**src/rtl/uart_rx_pkg.sv**
```systemverilog
// rtl/uart_rx_pkg.sv - shared state type and prescale helpers for the UART RX sequencer
package uart_rx_pkg;

  typedef enum logic [2:0] {
    ST_IDLE,
    ST_START,
    ST_DATA,
    ST_PARITY,
    ST_STOP,
    ST_CHECK
  } rx_state_t;

  localparam logic [5:0] PRESC_8  = 6'd8;
  localparam logic [5:0] PRESC_16 = 6'd16;
  localparam logic [5:0] PRESC_32 = 6'd32;

  typedef enum logic [1:0] {
    PS_8,
    PS_16,
    PS_32
  } presc_code_t;

  // Anything that is not a supported ratio falls back to x8.
  function automatic presc_code_t presc_decode(input logic [5:0] prescale);
    case (prescale)
      PRESC_8:  return PS_8;
      PRESC_16: return PS_16;
      PRESC_32: return PS_32;
      default:  return PS_8;
    endcase
  endfunction

  function automatic logic [5:0] presc_last(input presc_code_t code);
    case (code)
      PS_16:   return 6'd15;
      PS_32:   return 6'd31;
      default: return 6'd7;
    endcase
  endfunction

  // Vote spans P/2-1..P/2+1, so the voted bit is usable at P/2+2.
  function automatic logic [5:0] presc_samp(input presc_code_t code);
    case (code)
      PS_16:   return 6'd10;
      PS_32:   return 6'd18;
      default: return 6'd6;
    endcase
  endfunction

endpackage

```
**src/rtl/uart_rx_edge_bit_cnt.sv**
```systemverilog
// rtl/uart_rx_edge_bit_cnt.sv - oversample edge counter and bit index counter
module uart_rx_edge_bit_cnt (
  input  logic       clk,
  input  logic       rst,
  input  logic       en,
  input  logic       clr,
  input  logic [5:0] edge_last,
  output logic [5:0] edge_cnt,
  output logic [3:0] bit_cnt,
  output logic [5:0] edge_nxt
);

  logic [3:0] bit_nxt;

  // Next values are exported so the controller can register its enables against them.
  always_comb begin
    edge_nxt = 6'd0;
    bit_nxt  = 4'd0;
    if (en && !clr) begin
      if (edge_cnt == edge_last) begin
        edge_nxt = 6'd0;
        bit_nxt  = bit_cnt + 4'd1;
      end else begin
        edge_nxt = edge_cnt + 6'd1;
        bit_nxt  = bit_cnt;
      end
    end
  end

  always_ff @(posedge clk or negedge rst) begin
    if (!rst) begin
      edge_cnt <= 6'd0;
      bit_cnt  <= 4'd0;
    end else begin
      edge_cnt <= edge_nxt;
      bit_cnt  <= bit_nxt;
    end
  end

endmodule

```
**src/rtl/uart_rx_ctrl.sv**
```systemverilog
// rtl/uart_rx_ctrl.sv - UART RX frame sequencer: start detect, checker enables, frame accept
module uart_rx_ctrl
  import uart_rx_pkg::*;
#(
  parameter int DATA_WIDTH = 8
) (
  input  logic       clk,
  input  logic       rst,
  input  logic       rx_in,
  input  logic       par_en,
  input  logic [5:0] prescale,
  input  logic       strt_glitch,
  input  logic       par_err,
  input  logic       stp_err,
  output logic [5:0] edge_cnt,
  output logic [3:0] bit_cnt,
  output logic       dat_samp_en,
  output logic       deser_en,
  output logic       strt_chk_en,
  output logic       par_chk_en,
  output logic       stp_chk_en,
  output logic       samp_done,
  output logic       data_valid
);

  localparam logic [3:0] BIT_LAST = 4'(DATA_WIDTH);

  rx_state_t   state;
  rx_state_t   state_nxt;
  presc_code_t presc_code;
  presc_code_t presc_code_nxt;
  logic [5:0]  edge_last;
  logic [5:0]  edge_nxt;
  logic [5:0]  samp_pt;
  logic        at_last;
  logic        cnt_en;
  logic        cnt_clr;

  assign edge_last = presc_last(presc_code);
  assign at_last   = (edge_cnt == edge_last);

  always_comb begin
    state_nxt = state;
    case (state)
      ST_IDLE:   if (!rx_in) state_nxt = ST_START;
      ST_START:  if (at_last) state_nxt = strt_glitch ? ST_IDLE : ST_DATA;
      ST_DATA:   if (at_last && bit_cnt == BIT_LAST) state_nxt = par_en ? ST_PARITY : ST_STOP;
      ST_PARITY: if (at_last) state_nxt = ST_STOP;
      // Leave one tick early so the CHECK cycle still lies inside the stop bit.
      ST_STOP:   if (edge_cnt == edge_last - 6'd1) state_nxt = ST_CHECK;
      ST_CHECK:  state_nxt = rx_in ? ST_IDLE : ST_START;
      default:   state_nxt = ST_IDLE;
    endcase
  end

  // Every entry into START restarts the counters and captures a fresh ratio.
  assign cnt_en         = (state_nxt != ST_IDLE);
  assign cnt_clr        = (state_nxt == ST_START) && (state != ST_START);
  assign presc_code_nxt = cnt_clr ? presc_decode(prescale) : presc_code;
  assign samp_pt        = presc_samp(presc_code_nxt);

  uart_rx_edge_bit_cnt u_cnt (
    .clk       (clk),
    .rst       (rst),
    .en        (cnt_en),
    .clr       (cnt_clr),
    .edge_last (edge_last),
    .edge_cnt  (edge_cnt),
    .bit_cnt   (bit_cnt),
    .edge_nxt  (edge_nxt)
  );

  always_ff @(posedge clk or negedge rst) begin
    if (!rst) begin
      state       <= ST_IDLE;
      presc_code  <= PS_8;
      dat_samp_en <= 1'b0;
      deser_en    <= 1'b0;
      strt_chk_en <= 1'b0;
      par_chk_en  <= 1'b0;
      stp_chk_en  <= 1'b0;
      samp_done   <= 1'b0;
      data_valid  <= 1'b0;
    end else begin
      state       <= state_nxt;
      presc_code  <= presc_code_nxt;
      dat_samp_en <= state_nxt inside {ST_START, ST_DATA, ST_PARITY, ST_STOP};
      deser_en    <= (state_nxt == ST_DATA) && (edge_nxt == samp_pt);
      strt_chk_en <= (state_nxt == ST_START);
      par_chk_en  <= (state_nxt == ST_PARITY);
      stp_chk_en  <= (state_nxt == ST_STOP);
      samp_done   <= (state_nxt != ST_IDLE) && (edge_nxt == samp_pt);
      data_valid  <= (state_nxt == ST_CHECK) && !stp_err && !(par_en && par_err);
    end
  end

endmodule

```
**config.mk**
```make
export PLATFORM = sky130hd
export DESIGN_NAME = uart_rx_ctrl
export DESIGN_NICKNAME = d
export VERILOG_FILES = /design/src/rtl/uart_rx_pkg.sv /design/src/rtl/uart_rx_edge_bit_cnt.sv /design/src/rtl/uart_rx_ctrl.sv
export SDC_FILE = /design/constraint.sdc
export NUM_CORES = 1
export LEC_CHECK = 0
export CAP_MARGIN = 20
export CORE_ASPECT_RATIO = 0.8
export CORE_MARGIN = 2
export CORE_UTILIZATION = 55
export CTS_BUF_LIST = sky130_fd_sc_hd__clkbuf_8
export CTS_CLUSTER_DIAMETER = 200
export DETAILED_ROUTE_END_ITERATION = 7
export PLACE_DENSITY = 0.84
export SETUP_SLACK_MARGIN = 0.5
export SLEW_MARGIN = 20
export SYNTH_ARGS = -nofsm -noshare
export SYNTH_HDL_FRONTEND = slang
export SYNTH_SLANG_ARGS = --single-unit
```
**constraint.sdc**
```tcl
create_clock -name clk -period 5.01 [get_ports clk]
set_clock_uncertainty 0.1 [all_clocks]
set_input_delay 0.7515 -clock clk [delete_from_list [all_inputs] [get_ports clk]]
set_output_delay 0.7515 -clock clk [all_outputs]
set_load 0.05 [all_outputs]
```
==> results of run 1 <==
==> cell usage after synthesis <==
library cell	number	area [sq um]
nor2_2	1	6.260
o21ai_2	2	17.52
xnor2_1	6	52.55
a32oi_1	2	17.52
nor4b_2	1	15.01
nand3_2	1	10.01
a2111oi_0	1	8.760
nor3_1	8	40.04
nor3b_1	3	22.52
and2_1	1	6.260
dfrtp_1	22	550.5
nand3_1	4	20.02
nor4_1	1	6.260
buf_4	2	15.01
mux2i_1	2	20.02
o22ai_1	1	6.260
nand4b_1	1	8.760
nand2_1	9	33.78
a2bb2oi_1	1	8.760
inv_1	9	33.78
nand4_1	2	12.51
maj3_1	1	10.01
and3b_1	1	8.760
o22a_1	1	8.760
nand4_2	1	12.51
nor2_1	14	52.55
nor2b_1	5	31.28
ha_1	7	87.58
or4_1	2	15.01
o2bb2ai_1	1	8.760
o21ai_0	5	25.02
or3_2	1	7.510
a21oi_1	3	15.01
nand2b_1	2	12.51
xor2_1	4	35.03
==> final timing paths <==
check | start | endpoint | depth (start not counted)
worst max-delay path | prescale[1] | deser_en | 11
worst min-delay path | state[2] | deser_en | 1
worst max register to register | state[0] | deser_en | 10
worst min register to register | state[2] | deser_en | 1
max in group asynchronous | rst | state[1] | 1
min in group asynchronous | rst | u_cnt.edge_cnt[4] | 1
==> metrics by stage <==
| stage | worst slack, ns | util |
|---|---|---|
| 2_1_floorplan | 1.971 | - |
| 3_3_place_gp | 1.497 | 0.7240 |
| 3_5_place_dp | 1.286 | 0.7240 |
| 4_1_cts | 1.532 | 0.7573 |
| 5_1_grt | 1.370 | 0.7573 |
| 6_report | 1.564 | 0.7573 |
==> cell families (layout without fill, tap and decap cells) <==
logic type	count (synthesis)	count (layout)	share of synthesized area
buffers and inverters	11	42	0.03927
flip-flops	22	22	0.4431
AND/OR/NAND/NOR	58	58	0.2588
adder cells (fa/ha/maj)	8	8	0.07855
AO/OA/AOI/OAI	17	17	0.09366
XOR/XNOR	10	10	0.07049
multiplexers	2	2	0.01611
==> sequential cells by signal (all words and copies together), names as in the netlist <==
name and flops:
u_cnt.edge_cnt 6, u_cnt.bit_cnt 4, state 3, presc_code 2
dat_samp_en 1, data_valid 1, deser_en 1, par_chk_en 1
samp_done 1, stp_chk_en 1, strt_chk_en 1
==> power by group <==
group          total, mW  leakage [nW]  switching, mW  internal (mW)
registers          0.283         0.285         0.0577          0.225
logic              0.482         0.380          0.310          0.172
clock network      0.168        0.0357         0.0611          0.107
==> routing by layer <==
metal | up-vias | GRT usage | share of wire
li1 | 509 | - | -
met1 | 510 | 0.2803 | 0.40
met2 | 48 | 0.3977 | 0.48
met3 | 5 | 0.07303 | 0.10
met4 | 0 | 0.09767 | 0.014
met5 | - | 0 | 0
==> layout make-up <==
| type | instances | area, sq um | share of cell area |
|---|---|---|---|
| clock buffers | 3 | 41.29 | 0.02548 |
| inverters | 9 | 33.78 | 0.02085 |
| clock inverters | 1 | 30.03 | 0.01853 |
| repair buffers | 29 | 290.3 | 0.1792 |
| multi-input cells | 95 | 643.1 | 0.3969 |
| flip-flops and latches | 22 | 550.5 | 0.3398 |
| well taps | 25 | 31.28 | 0.01931 |
==> summary.txt, run 1 <==
Status
  • Status: finished, final reports clean

STA
  • TNS Setup: 0 ns
  • Fin crit period: 3.446 ns
  • Final Cycle Share: 0.6879
  • RSZ-0062 raised after global routing: no
  • Final setup viols: 0
  • Hold WS: 0.4767 ns
  • Worst slew pin tran: 0.9707 ns
  • Final Hold Vio Count: 0
  • Peak Freq: 290.2 MHz
  • Relative slew margins: 0.3508
  • Slew Limit Fails: 0

Setup path
  • Worst setup EP type: register
  • Worst path most repeated cell: or4_1
  • Startpoint Class: input port
  • Max stage delay on crit path: 0.55 ns
  • CP top delay family: simple AND/OR/NAND/NOR gates
  • Arrival time of the worst setup path: 3.53 ns
  • Critical path type: in2reg
  • Worst-path fanout max: 5
  • Worst endpoint required time: 5.09 ns
  • CP Cell Sequence: clkdlybuf4s50_1 -> or4_1 -> nor3b_1 -> mux2i_1 -> inv_1 -> ha_1 -> nor2_1 -> or4_1 -> a32oi_1 -> o2bb2ai_1 -> nor4b_2
  • CP bufs+invs: 2
  • R2R Setup Slk: 2.12 ns
  • Slowest-stage cell, CP: or4_1

GRT
  • Tot GR Track Use: 0.2339
  • Largest net degree at the start of global routing: 23
  • Gr ovfl total: 0
  • Initial antenna violation count: 0
  • Vias in the first global route: 963
  • First-pass GRT wire length: 4491 um

Placement
  • Cells after DPL: 180
  • Port Buf Inserts: 29
  • HPWL after DPL: 2052 um
  • GP Congestion: 0.8366
  • DP Area: 0.001549 sq mm

Finish
  • FILL cells: 152
  • Diode count: 0
  • Nets: 180
  • Most frequent cells in the layout: clkdlybuf4s50_1 (29), dfrtp_1 (22), nor2_1 (14)
  • Post-Layout Cell Count: 184
  • Share of cells above drive strength 1: 0.06918
  • Design area: 0.001620 sq mm
  • Area Overhead vs Synth: 30.41%
  • Commonest non-fill, non-tap cell in the layout: clkdlybuf4s50_1

Clock network
  • H-tree depth: 1
  • Root Driver: clkbuf_8
  • Total CTS buffers: 3
  • TritonCTS sink count: 22
  • Reg clk slew, reported paths: 0.08 ns
  • Post-CTS setup buffer count: 0
  • CTS tree: built
  • Hold Buf Count CTS: 0
  • Post-cts resize count: 0
  • Clock Latency Late Sink: 0.27 ns
  • Longest Clk Path Bufs: 2

Yosys
  • Sequential cell area fraction in the yosys report: 0.4431
  • Yosys reg bits: 22
  • Syn. warnings: 0
  • Synth unique cells: 35
  • Synthesized cell area: 0.001242 sq mm
  • Cell count after synthesis: 128
  • Syn Nets: 148
  • Syn_area_per_cell: 9.707 sq um

Detailed routing
  • Vias: 1072
  • Drt first pass iters: 4
  • Drt wl/cell: 15.14 um
  • Initial DRC Count: 45
  • DR vias/cell: 5.826
  • Routed wire length: 2785 um
  • Routed Antenna Nets: 0
  • Drt drc: 0

Hold path
  • Hold Path Class: reg2reg

Die
  • Cell row count: 15
  • Initial core utilization: 0.5807
  • Chip width: 57.14 um
  • IO Pins: 30
  • Die area: 0.002658 sq mm
  • Chip Height: 46.51 um
  • Core area: 0.002140 sq mm

Power
  • VDD IR-drop max: 0.4941 mV
  • Static Leak: 0.7012 nW
  • Power Total: 932.6 uW
  • Power Dens Cells: 575.6 mW/mm^2

Job
  • Max-Cap Viols: 0
Power figures use the tool's default switching activity.
==> inputs of run 2 (changes only) <==
--- a/config.mk
+++ b/config.mk
@@ -8,11 +8,11 @@
 export CAP_MARGIN = 20
 export CORE_ASPECT_RATIO = 0.8
 export CORE_MARGIN = 2
-export CORE_UTILIZATION = 55
+export CORE_UTILIZATION = 51
 export CTS_BUF_LIST = sky130_fd_sc_hd__clkbuf_8
 export CTS_CLUSTER_DIAMETER = 200
 export DETAILED_ROUTE_END_ITERATION = 7
-export PLACE_DENSITY = 0.84
+export PLACE_DENSITY = 0.79
 export SETUP_SLACK_MARGIN = 0.5
 export SLEW_MARGIN = 20
 export SYNTH_ARGS = -nofsm -noshare
==> constraint.sdc (replaced) <==
create_clock -name clk -period 3.4 [get_ports clk]
set_clock_uncertainty 0.1 [all_clocks]
set_input_delay 0.51 -clock clk [delete_from_list [all_inputs] [get_ports clk]]
set_output_delay 0.51 -clock clk [all_outputs]
set_load 0.05 [all_outputs]
==> run 2 against run 1 <==
  * Register-to-register slack worse by 1.5 ns
  * Sequential share of layout area down 1.7 points
  * Cell area up 5.3%
  * Largest power group unchanged
  * Highest routed layer unchanged
==> summary.txt, run 2 (synthesized netlist as in run 1, its figures left out) <==
Die
  • Cell row count: 15
  • Chip width: 59.19 um
  • IO Pins: 30
  • Die area: 0.002849 sq mm
  • Initial core utilization: 0.5563
  • Chip Height: 48.15 um
  • Core area: 0.002233 sq mm

GRT
  • Gr ovfl total: 0
  • Initial antenna violation count: 0
  • First-pass GRT wire length: 4636 um
  • Vias in the first global route: 1022
  • Tot GR Track Use: 0.2235
  • Largest net degree at the start of global routing: 23

Clock network
  • Clock Latency Late Sink: 0.26 ns
  • TritonCTS sink count: 22
  • H-tree depth: 1
  • Hold Buf Count CTS: 0
  • Longest Clk Path Bufs: 2
  • Root Driver: clkbuf_8
  • Reg clk slew, reported paths: 0.08 ns
  • Total CTS buffers: 3
  • CTS tree: built

Power
  • Power Dens Cells: 803.9 mW/mm^2
  • Static Leak: 0.7333 nW
  • VDD IR-drop max: 0.7557 mV

Setup path
  • Critical path type: in2reg
  • Worst R2R Start: state[0]
  • Worst-path fanout max: 5
  • Arrival time of the worst setup path: 2.97 ns
  • Setup crit start: prescale[1]
  • Worst setup EP type: register
  • Worst endpoint required time: 3.47 ns
  • Startpoint Class: input port

Finish
  • Commonest non-fill, non-tap cell in the layout: clkdlybuf4s50_1
  • Share of cells above drive strength 1: 0.1879
  • Max reg flops: 6
  • Diode count: 0
  • Nets: 186
  • Largest regs: u_cnt.edge_cnt x6, u_cnt.bit_cnt x4, state x3
  • Most frequent cells in the layout: clkdlybuf4s50_1 (24), dfrtp_1 (22), nor2_1 (12)
  • FILL cells: 146
  • Reg with most FFs: u_cnt.edge_cnt
  • Final core utilization: 0.7636
  • Seq. cell area: 550.5 sq um
  • Area Overhead vs Synth: 37.26%
  • Area occupied by multi-input gates: 710.7 sq um

Job
  • Max-Cap Viols: 0

STA
  • Setup WS post-layout: 0.4933 ns
  • Final setup viols: 0
  • Hold WS: 0.09903 ns
  • TNS Setup: 0 ns
  • Slew Limit Fails: 0
  • Peak Freq: 344.0 MHz
  • Worst slew pin tran: 0.5176 ns
  • Fin crit period: 2.907 ns
  • Final Hold Vio Count: 0
  • RSZ-0062 raised after global routing: no
  • Relative slew margins: 0.6460
  • Final Cycle Share: 0.8549

Hold path
  • Hold Path Class: in2async

Detailed routing
  • Vias: 1079
  • Initial DRC Count: 37
  • Drt wl/cell: 15.99 um
  • Routed Antenna Nets: 0
  • DR vias/cell: 5.679
  • Drt drc: 0
  • Drt first pass iters: 4
  • Routed wire length: 3039 um

Status
  • Status: finished, final reports clean

Placement
  • GP Congestion: 0.8975
  • HPWL after DPL: 2099 um
  • Port Buf Inserts: 29
  • Pre-CTS WS: -0.05211 ns
run 2: changes by cell type in the layout (fill, tap and decap cells not counted), sizes merged:
cell	delta
dlygate4sd2	+1
buf	+7
clkdlybuf4s50	-5
clkdlybuf4s15	+2
bufinv	-1
clkbuf	+2
run 2: what timing repair did:
item,CTS,global route
resized for setup,13,9
pin swaps,7,9
buffers inserted,4,2
setup endpoints to repair,2,2
run 2: worst max-delay path, cell delays in order:
cell             delay, ns
clkdlybuf4s15_1       0.17
or4_4                 0.52
nor3b_2               0.21
mux2i_1               0.14
inv_1                 0.14
ha_4                  0.19
nor2_4                0.04
or4_4                 0.48
a32oi_2               0.24
o2bb2ai_2             0.10
nor4b_2               0.22
run 2: path summary, 6_finish.rpt:
kind	slack [ns]	cells past startpoint	to
setup / recovery	0.49	11	deser_en
hold / removal	0.1	1	u_cnt.edge_cnt[5]
setup reg to reg	0.59	10	deser_en
hold reg to reg	0.48	1	deser_en
max in group asynchronous	2.77	1	state[0]
min in group clk	0.48	1	deser_en
run 2: stage by stage:
step	total power [mW]	cell area [sq um]	instances
6_report	1.371	1705	190
3_5_place_dp	1.130	1549	180
4_1_cts	1.347	1667	188
3_3_place_gp	1.117	1549	180
2_1_floorplan	0.9206	1242	128
5_1_grt	1.448	1705	190
run 2: where the power goes:
group,leakage [nW],internal [mW],switching [mW]
Clock,0.0288,0.103,0.0822
Sequential,0.285,0.332,0.0877
Combinational,0.419,0.281,0.486
Total,0.733,0.715,0.656
run 2: final cells by class:
| cell class | instances | share of cell area |
|---|---|---|
| Tap cell | 25 | 0.01834 |
| Clock buffer | 4 | 0.03228 |
| Multi-Input combinational cell | 95 | 0.4167 |
| Inverter | 9 | 0.01981 |
| Timing Repair Buffer | 35 | 0.1900 |
| Sequential cell | 22 | 0.3228 |
run 2: metal layers:
| metal | vias up | global-route usage | wire length (um) |
|---|---|---|---|
| met1 | 523 | 0.3012 | 1441 |
| met3 | 4 | 0.06101 | 133 |
| met4 | 0 | 0.05909 | 21 |
| met2 | 32 | 0.3626 | 1443 |
| li1 | 520 | - | - |
| met5 | - | 0 | 0 |
